**config.mk**
```make
export PLATFORM = sky130hd
export DESIGN_NAME = uart_cmd_rx
export DESIGN_NICKNAME = d
export VERILOG_FILES = /design/src/rtl/uart_pkg.sv /design/src/rtl/uart_rx_byte.sv /design/src/rtl/uart_cmd_rx.sv
export SDC_FILE = /design/constraint.sdc
export NUM_CORES = 1
export LEC_CHECK = 0
export ABC_AREA = 1
export BUFFER_PORTS_ARGS = -buffer_cell sky130_fd_sc_hd__buf_2
export CAP_MARGIN = 0
export CORE_MARGIN = 2
export CORE_UTILIZATION = 60
export DETAILED_ROUTE_END_ITERATION = 10
export PLACE_DENSITY = 0.81
export SETUP_SLACK_MARGIN = 0.02
export SYNTH_ARGS = -nofsm -noshare
export SYNTH_HDL_FRONTEND = slang
export SYNTH_HIERARCHICAL = 1
export SYNTH_SLANG_ARGS = --single-unit
```
**constraint.sdc**
```tcl
create_clock -name clk -period 4 [get_ports clk]
set_input_delay 0.8 -clock clk [delete_from_list [all_inputs] [get_ports clk]]
set_output_delay 0.8 -clock clk [all_outputs]
set_load 0.01 [all_outputs]
```
**src/rtl/uart_pkg.sv**
```systemverilog
// Shared state encoding, command signature and byte-field positions for the UART command receiver.
package uart_pkg;

   typedef enum logic [2:0] {
      IDLE,
      START,
      DATA,
      PARITY,
      STOP
   } rxState_t;

   localparam logic [3:0] CMD_SIGNATURE = 4'hA;
   localparam int BIT_IDX_W = 3;

   // Byte 0 carries the operands, byte 1 the opcode, mode and signature.
   localparam int A_MSB    = 7;
   localparam int A_LSB    = 4;
   localparam int B_MSB    = 3;
   localparam int B_LSB    = 0;
   localparam int OPC_MSB  = 7;
   localparam int OPC_LSB  = 5;
   localparam int MODE_POS = 4;
   localparam int SIG_MSB  = 3;
   localparam int SIG_LSB  = 0;

   function automatic logic sigOk(input logic [7:0] b);
      return b[SIG_MSB:SIG_LSB] == CMD_SIGNATURE;
   endfunction

endpackage

```
**src/rtl/uart_rx_byte.sv**
```systemverilog
// Two-flop rx synchroniser plus byte-framing FSM (8N1, or 8E1 when UART_RX_PARITY_EN is defined).
module uart_rx_byte
   import uart_pkg::*;
#(
   parameter int CLKS_PER_BIT = 87
)
(
   input  logic       i_clk,
   input  logic       i_rst_n,
   input  logic       i_ena,
   input  logic       i_rx,
   output logic [7:0] o_byteData,
   output logic       o_byteValid,
   output logic       o_frameErr,
   output logic       o_startDet,
   output logic       o_idle
);

   localparam int CNT_W = $clog2(CLKS_PER_BIT);
   localparam logic [CNT_W-1:0] LAST_CNT = CNT_W'(CLKS_PER_BIT - 1);
   localparam logic [CNT_W-1:0] HALF_CNT = CNT_W'(CLKS_PER_BIT / 2 - 1);
   localparam logic [BIT_IDX_W-1:0] LAST_BIT = BIT_IDX_W'(7);

   logic                 r_rxMeta;
   logic                 r_rxSync;
   rxState_t             r_state;
   rxState_t             w_stateNext;
   logic [CNT_W-1:0]     r_clkCnt;
   logic [CNT_W-1:0]     w_clkCntNext;
   logic [BIT_IDX_W-1:0] r_bitIdx;
   logic [BIT_IDX_W-1:0] w_bitIdxNext;
   logic [7:0]           r_shift;
   logic [7:0]           w_shiftNext;
   logic [7:0]           r_byteData;
   logic [7:0]           w_byteDataNext;
   logic                 r_byteValid;
   logic                 w_byteValidNext;
   logic                 r_frameErr;
   logic                 w_frameErrNext;
   logic                 r_parityErr;
   logic                 w_parityErrNext;
   logic                 w_tick;

   // The synchroniser ignores ena so the line is never seen stale when ena returns.
   always_ff @(posedge i_clk) begin
      if (!i_rst_n) begin
         r_rxMeta <= 1'b1;
         r_rxSync <= 1'b1;
      end else begin
         r_rxMeta <= i_rx;
         r_rxSync <= r_rxMeta;
      end
   end

   assign w_tick = (r_clkCnt == LAST_CNT);

   always_comb begin
      w_stateNext     = r_state;
      w_clkCntNext    = r_clkCnt;
      w_bitIdxNext    = r_bitIdx;
      w_shiftNext     = r_shift;
      w_byteDataNext  = r_byteData;
      w_byteValidNext = 1'b0;
      w_frameErrNext  = 1'b0;
      w_parityErrNext = r_parityErr;
      case (r_state)
         IDLE: begin
            if (!r_rxSync) begin
               w_stateNext     = START;
               w_clkCntNext    = '0;
               w_bitIdxNext    = '0;
               w_parityErrNext = 1'b0;
            end
         end
         START: begin
            if (r_clkCnt == HALF_CNT) begin
               w_clkCntNext = '0;
               w_stateNext  = r_rxSync ? IDLE : DATA;
            end else begin
               w_clkCntNext = r_clkCnt + 1'b1;
            end
         end
         DATA: begin
            if (w_tick) begin
               w_clkCntNext = '0;
               w_shiftNext  = {r_rxSync, r_shift[7:1]};
               w_bitIdxNext = r_bitIdx + 1'b1;
               if (r_bitIdx == LAST_BIT) begin
`ifdef UART_RX_PARITY_EN
                  w_stateNext = PARITY;
`else
                  w_stateNext = STOP;
`endif
               end
            end else begin
               w_clkCntNext = r_clkCnt + 1'b1;
            end
         end
`ifdef UART_RX_PARITY_EN
         // Even parity: data bits xor parity bit must be zero.
         PARITY: begin
            if (w_tick) begin
               w_clkCntNext    = '0;
               w_parityErrNext = r_rxSync ^ (^r_shift);
               w_stateNext     = STOP;
            end else begin
               w_clkCntNext = r_clkCnt + 1'b1;
            end
         end
`endif
         // Leave mid-stop-bit so a back-to-back start edge is not missed.
         STOP: begin
            if (w_tick) begin
               w_clkCntNext = '0;
               w_stateNext  = IDLE;
               if (r_rxSync && !r_parityErr) begin
                  w_byteValidNext = 1'b1;
                  w_byteDataNext  = r_shift;
               end else begin
                  w_frameErrNext = 1'b1;
               end
            end else begin
               w_clkCntNext = r_clkCnt + 1'b1;
            end
         end
         default: begin
            w_stateNext  = IDLE;
            w_clkCntNext = '0;
         end
      endcase
   end

   always_ff @(posedge i_clk) begin
      if (!i_rst_n) begin
         r_state     <= IDLE;
         r_clkCnt    <= '0;
         r_bitIdx    <= '0;
         r_shift     <= '0;
         r_byteData  <= '0;
         r_byteValid <= 1'b0;
         r_frameErr  <= 1'b0;
         r_parityErr <= 1'b0;
      end else if (i_ena) begin
         r_state     <= w_stateNext;
         r_clkCnt    <= w_clkCntNext;
         r_bitIdx    <= w_bitIdxNext;
         r_shift     <= w_shiftNext;
         r_byteData  <= w_byteDataNext;
         r_byteValid <= w_byteValidNext;
         r_frameErr  <= w_frameErrNext;
         r_parityErr <= w_parityErrNext;
      end else begin
         r_byteValid <= 1'b0;
         r_frameErr  <= 1'b0;
      end
   end

   assign o_byteData  = r_byteData;
   assign o_byteValid = r_byteValid;
   assign o_frameErr  = r_frameErr;
   assign o_startDet  = i_ena && (r_state == IDLE) && !r_rxSync;
   assign o_idle      = (r_state == IDLE);

endmodule

```
**src/rtl/uart_cmd_rx.sv**
```systemverilog
// UART command receiver: two bytes form one command offered over valid/ready.
// Define UART_RX_PARITY_EN for 8E1 framing (handled inside uart_rx_byte).
module uart_cmd_rx
   import uart_pkg::*;
#(
   parameter int CLKS_PER_BIT = 87,
   parameter int TIMEOUT_BITS = 20
)
(
   input  logic       clk,
   input  logic       rst_n,
   input  logic       ena,
   input  logic       rx,
   output logic [7:0] byte_data,
   output logic       byte_valid,
   output logic       frame_err,
   output logic [3:0] cmd_a,
   output logic [3:0] cmd_b,
   output logic [2:0] cmd_opcode,
   output logic       cmd_mode,
   output logic       cmd_valid,
   input  logic       cmd_ready,
   output logic       cmd_err,
   output logic       overrun
);

   localparam int TO_LIMIT = TIMEOUT_BITS * CLKS_PER_BIT;
   localparam int TO_W     = $clog2(TO_LIMIT + 1);
   localparam logic [TO_W-1:0] TO_LAST = TO_W'(TO_LIMIT - 1);

   logic [7:0]      w_byteData;
   logic            w_byteValid;
   logic            w_frameErr;
   logic            w_startDet;
   logic            w_idle;

   logic            r_phase;
   logic            w_phaseNext;
   logic [3:0]      r_byte0A;
   logic [3:0]      w_byte0ANext;
   logic [3:0]      r_byte0B;
   logic [3:0]      w_byte0BNext;
   logic [TO_W-1:0] r_toCnt;
   logic [TO_W-1:0] w_toCntNext;
   logic [3:0]      r_cmdA;
   logic [3:0]      w_cmdANext;
   logic [3:0]      r_cmdB;
   logic [3:0]      w_cmdBNext;
   logic [2:0]      r_cmdOpc;
   logic [2:0]      w_cmdOpcNext;
   logic            r_cmdMode;
   logic            w_cmdModeNext;
   logic            r_cmdValid;
   logic            w_cmdValidNext;
   logic            r_cmdErr;
   logic            w_cmdErrNext;
   logic            r_overrun;
   logic            w_overrunNext;

   uart_rx_byte #(
      .CLKS_PER_BIT (CLKS_PER_BIT)
   ) u_rxByte (
      .i_clk       (clk),
      .i_rst_n     (rst_n),
      .i_ena       (ena),
      .i_rx        (rx),
      .o_byteData  (w_byteData),
      .o_byteValid (w_byteValid),
      .o_frameErr  (w_frameErr),
      .o_startDet  (w_startDet),
      .o_idle      (w_idle)
   );

   // The timeout only counts idle line time while waiting for byte 1.
   always_comb begin
      w_phaseNext    = r_phase;
      w_byte0ANext   = r_byte0A;
      w_byte0BNext   = r_byte0B;
      w_toCntNext    = r_toCnt;
      w_cmdANext     = r_cmdA;
      w_cmdBNext     = r_cmdB;
      w_cmdOpcNext   = r_cmdOpc;
      w_cmdModeNext  = r_cmdMode;
      w_cmdValidNext = r_cmdValid;
      w_cmdErrNext   = 1'b0;
      w_overrunNext  = 1'b0;

      if (r_cmdValid && cmd_ready) begin
         w_cmdValidNext = 1'b0;
      end

      if (w_frameErr) begin
         w_phaseNext = 1'b0;
         w_toCntNext = '0;
      end else if (w_byteValid) begin
         if (!r_phase) begin
            w_phaseNext  = 1'b1;
            w_byte0ANext = w_byteData[A_MSB:A_LSB];
            w_byte0BNext = w_byteData[B_MSB:B_LSB];
            w_toCntNext  = '0;
         end else begin
            w_phaseNext = 1'b0;
            w_toCntNext = '0;
            if (!sigOk(w_byteData)) begin
               w_cmdErrNext = 1'b1;
            end else if (!r_cmdValid || cmd_ready) begin
               w_cmdANext     = r_byte0A;
               w_cmdBNext     = r_byte0B;
               w_cmdOpcNext   = w_byteData[OPC_MSB:OPC_LSB];
               w_cmdModeNext  = w_byteData[MODE_POS];
               w_cmdValidNext = 1'b1;
            end else begin
               w_overrunNext = 1'b1;
            end
         end
      end else if (r_phase) begin
         if (w_startDet) begin
            w_toCntNext = '0;
         end else if (w_idle) begin
            if (r_toCnt == TO_LAST) begin
               w_cmdErrNext = 1'b1;
               w_phaseNext  = 1'b0;
               w_toCntNext  = '0;
            end else begin
               w_toCntNext = r_toCnt + 1'b1;
            end
         end
      end
   end

   always_ff @(posedge clk) begin
      if (!rst_n) begin
         r_phase    <= 1'b0;
         r_byte0A   <= '0;
         r_byte0B   <= '0;
         r_toCnt    <= '0;
         r_cmdA     <= '0;
         r_cmdB     <= '0;
         r_cmdOpc   <= '0;
         r_cmdMode  <= 1'b0;
         r_cmdValid <= 1'b0;
         r_cmdErr   <= 1'b0;
         r_overrun  <= 1'b0;
      end else if (ena) begin
         r_phase    <= w_phaseNext;
         r_byte0A   <= w_byte0ANext;
         r_byte0B   <= w_byte0BNext;
         r_toCnt    <= w_toCntNext;
         r_cmdA     <= w_cmdANext;
         r_cmdB     <= w_cmdBNext;
         r_cmdOpc   <= w_cmdOpcNext;
         r_cmdMode  <= w_cmdModeNext;
         r_cmdValid <= w_cmdValidNext;
         r_cmdErr   <= w_cmdErrNext;
         r_overrun  <= w_overrunNext;
      end else begin
         r_cmdErr  <= 1'b0;
         r_overrun <= 1'b0;
      end
   end

   assign byte_data  = w_byteData;
   assign byte_valid = w_byteValid;
   assign frame_err  = w_frameErr;
   assign cmd_a      = r_cmdA;
   assign cmd_b      = r_cmdB;
   assign cmd_opcode = r_cmdOpc;
   assign cmd_mode   = r_cmdMode;
   assign cmd_valid  = r_cmdValid;
   assign cmd_err    = r_cmdErr;
   assign overrun    = r_overrun;

endmodule
```
==> qor.yml <==
global_route:
  grt_max_degree: 42
  number_of_antenna_violations_at_the_first_check_in_global_routing: 0
  wire_length_of_the_first_global_routing_pass_um: 9970
  grt_pass1_vias: 2315
  grt_overflow_total: 0
  grt_util_all_layers_pct: 23.3
clock_tree:
  ctsRootBufferMaster: "sky130_fd_sc_hd__clkbuf_8"
  cts-htree-levels: 3
  max-clock-path-buffers: 2
  tritoncts_num_sinks: 68
  post-cts-setup-buffer-count: 0
  hold_buffers: 0
  clk_transition_reported_paths_ns: 0.07
  clock_tree_from_tritoncts: "built"
  clk-insertion-delay-late_ns: 0.35
  numCtsBuffers: 9
  cts-resized-gates: 0
setup_path:
  crit_path_max_incr_delay_ns: 0.34
  worst-path-buf-inv: 1
  cpMaxStageDelayCell: "sky130_fd_sc_hd__dfxtp_1"
  timing.critical_path.required_ns: 4.24
  timing_worst_setup_path_type: "reg2reg"
  worstPathArrival_ns: 2.47
  worstPathCellList: "inv_1 -> ha_1 -> nand2_1 -> nor2_1 -> nand2_1 -> nand2_1 -> nand3_1 -> nor2_1 -> nor2_1 -> nand2_1 -> nand2_2 -> nor2_8 -> nand2_2 -> nand2_4 -> nor2_1"
  critPathCaptureType: "register"
  critical_path.top_delay_family: "simple AND/OR/NAND/NOR gates"
  path_max_fanout: 9
  startpoint_type: "register"
sta:
  final_period_minus_worst_setup_slack_ns: 2.23
  max_clock_freq_mhz: 449
  finalSetupTns_ns: 0
  final_hold_viol_count: 0
  final_worst_clock_skew_ns: 0.00454
  final_min_period_over_clock_period_pct: 55.7
  final-max-slew-violation-count: 0
  setup-violations-final: 0
  rsz_0062_raised_after_global_routing: "false"
  worst-slew-pin-transition_ns: 0.674
  max_slew_margin_pct: 55.1
  fin_worst_hold_slack_ns: 0.419
yosys:
  post_synth_and_or_nand_nor_area_fraction_pct: 33.7
  netlist_instances: 423
  synth-seq-cells: 68
  mappedNetlistArea_mm2: 0.00306
  mappedNetlistNets: 433
  synth-compound-area-share_pct: 10.1
  synth_top_family_by_area: "simple AND/OR/NAND/NOR gates"
  area_share_of_xor_xnor_cells_in_the_synthesized_design_pct: 2.00
  synth_warnings: 6
  synth-adder-area-share_pct: 2.04
  synth.distinct_cells: 31
  yosys-mux-area-fraction_pct: 0
  ys_seq_area_share_pct: 44.5
  avgSynthCellArea_um2: 7.23
power_and_ir_drop:
  peakVddDrop_mv: 0.455
  total_leakage_power_uw: 0.00146
  power.net_switching_uw: 568
  finalPower_uw: 1810
  power_frac_clock_pct: 37.3
  sequential_share_of_power_pct: 41.6
  power_per_cell_area_mw_per_mm2: 523
  power.share.switching_pct: 31.3
  pwr-share-comb_pct: 21.1
  power_report.internal_total_uw: 1250
placement:
  dp.final_hpwl_um: 4140
  placement.io_buffers: 29
  finalWeightedCongestion: 0.852
  post-place-cells: 510
  placement.cell_area_mm2: 0.00323
floorplan:
  die_area_mm2: 0.00569
  core.rowCount: 25
  die_h_um: 75.4
  core_mm2: 0.00482
  starting_density_pct: 63.5
  top_level_ports: 30
  die_extent_in_x_um: 75.4
cells_and_area:
  antenna_cells: 0
  drive_gt1_share_pct: 15.7
  postLayoutCellArea_mm2: 0.00347
  filler_cell_count: 411
  synthToLayoutAreaGrowth_pct: 13.4
  num-nets-final: 464
  post_layout_nonfiller_instances: 526
routing:
  avgViaCountPerCell: 5.04
  drtAntennaViolNets: 0
  route.detailed.drc: 0
  drt-wirelength-per-cell_um: 11.6
  wirelength_um: 6130
  detailedRoute.firstPassIterationCount: 4
  detail_route.iter0.violations: 144
  num_vias: 2652
worst_hold_path:
  worstHoldPathType: "reg2reg"
flow_run:
  max-cap-violations: 0
run_status:
  run_status: "finished, final reports clean"
==> layout by cell type, fill, tap and decap left out, types with 3 or more instances in the layout <==
| cell type | n |
|---|---|
| sky130_fd_sc_hd__nand3_1 | 25 |
| sky130_fd_sc_hd__ha_1 | 5 |
| sky130_fd_sc_hd__nand2_2 | 6 |
| sky130_fd_sc_hd__nor3_1 | 8 |
| sky130_fd_sc_hd__nor2_1 | 89 |
| sky130_fd_sc_hd__bufinv_16 | 3 |
| sky130_fd_sc_hd__clkbuf_8 | 9 |
| sky130_fd_sc_hd__xor2_1 | 6 |
| sky130_fd_sc_hd__o21ai_0 | 20 |
| sky130_fd_sc_hd__nand4_1 | 3 |
| sky130_fd_sc_hd__nand3_2 | 4 |
| sky130_fd_sc_hd__inv_2 | 5 |
| sky130_fd_sc_hd__nand2_1 | 76 |
| sky130_fd_sc_hd__nor2_2 | 3 |
| sky130_fd_sc_hd__o21ai_1 | 15 |
| sky130_fd_sc_hd__buf_2 | 29 |
| sky130_fd_sc_hd__inv_1 | 41 |
| sky130_fd_sc_hd__a21oi_1 | 24 |
| sky130_fd_sc_hd__dfxtp_1 | 68 |
==> cell type report <==
| cell class | count | area (um^2) | area share, % |
|---|---|---|---|
| clock buffer | 10 | 128 | 3.68 |
| multi-input combinational | 300 | 1470 | 42.3 |
| tap | 67 | 83.8 | 2.42 |
| clock inverter | 6 | 113 | 3.25 |
| inverter | 46 | 173 | 4.98 |
| sequential | 68 | 1360 | 39.2 |
| timing repair buffer | 29 | 145 | 4.18 |
==> path summary, 6_finish.rpt <==
| kind | cells past startpoint | to | start | slack [ns] |
|---|---|---|---|---|
| setup / recovery | 15 | r_toCnt[2] | u_rxByte/r_clkCnt[0] | 1.77 |
| hold / removal | 1 | u_rxByte/r_rxSync | u_rxByte/r_rxMeta | 0.42 |
| setup reg to reg | 15 | r_toCnt[2] | u_rxByte/r_clkCnt[0] | 1.77 |
| hold reg to reg | 1 | u_rxByte/r_rxSync | u_rxByte/r_rxMeta | 0.42 |
==> cells in the mapped netlist, drive strengths merged <==
library cell,instances,area share (%)
a21oi,24,3.9
and3,1,0.20
buf,5,1.4
clkbuf,4,0.53
dfxtp,68,44
ha,5,2.0
inv,46,5.6
nand2,84,11
nand3,29,5.4
nand4,3,0.61
nor2,95,13
nor3,11,2.5
o21ai,35,5.7
o21bai,2,0.49
or2,4,0.82
xnor2,1,0.29
xor2,6,1.7
==> metal layers <==
layer,routed length (um),share of wire [%],track usage [%]
met4,63,1.0,8.38
met3,292,4.8,8.86
met2,2910,48,38.2
met5,0,0,0
met1,2860,47,28.1
==> registers in the layout, indices dropped and copies added (netlist names) <==
| register | flops |
|---|---|
| cmd_err | 1 |
| r_byte0A | 4 |
| u_rxByte/r_rxSync | 1 |
| u_rxByte/r_bitIdx | 3 |
| u_rxByte/r_clkCnt | 7 |
| r_phase | 1 |
| cmd_mode | 1 |
| u_rxByte/r_state | 3 |
| u_rxByte/r_shift | 8 |
| overrun | 1 |
| u_rxByte/o_byteValid | 1 |
| cmd_a | 4 |
| u_rxByte/o_frameErr | 1 |
| r_byte0B | 4 |
| cmd_opcode | 3 |
| cmd_b | 4 |
| cmd_valid | 1 |
| r_toCnt | 11 |
| u_rxByte/r_rxMeta | 1 |
| u_rxByte/o_byteData | 8 |
==> stage by stage <==
stage	worst slack [ns]	util (%)
final	1.77	72.0
after global placement	1.66	67.0
after floorplan	2.05	-
after global routing	1.53	72.0
after CTS	1.78	72.0
after detailed placement	1.61	67.0
==> logic make-up (layout without fill, tap and decap cells) <==
group | Yosys count | in the layout
AO/OA/AOI/OAI | 61 | 61
buffers and inverters | 55 | 91
adder cells (fa/ha/maj) | 5 | 5
AND/OR/NAND/NOR | 227 | 227
XOR/XNOR | 7 | 7
flip-flops | 68 | 68
==> power groups by stage <==
stage / Sequential (uW) / Combinational, uW / Clock, uW
5_1_grt: 758 / 437 / 715
6_report: 754 / 383 / 676
4_1_cts: 753 / 380 / 688
3_5_place_dp: 767 / 365 / 0
3_3_place_gp: 766 / 356 / 0
2_1_floorplan: 760 / 316 / 0
Note: power is estimated with default switching activity, not from simulation.
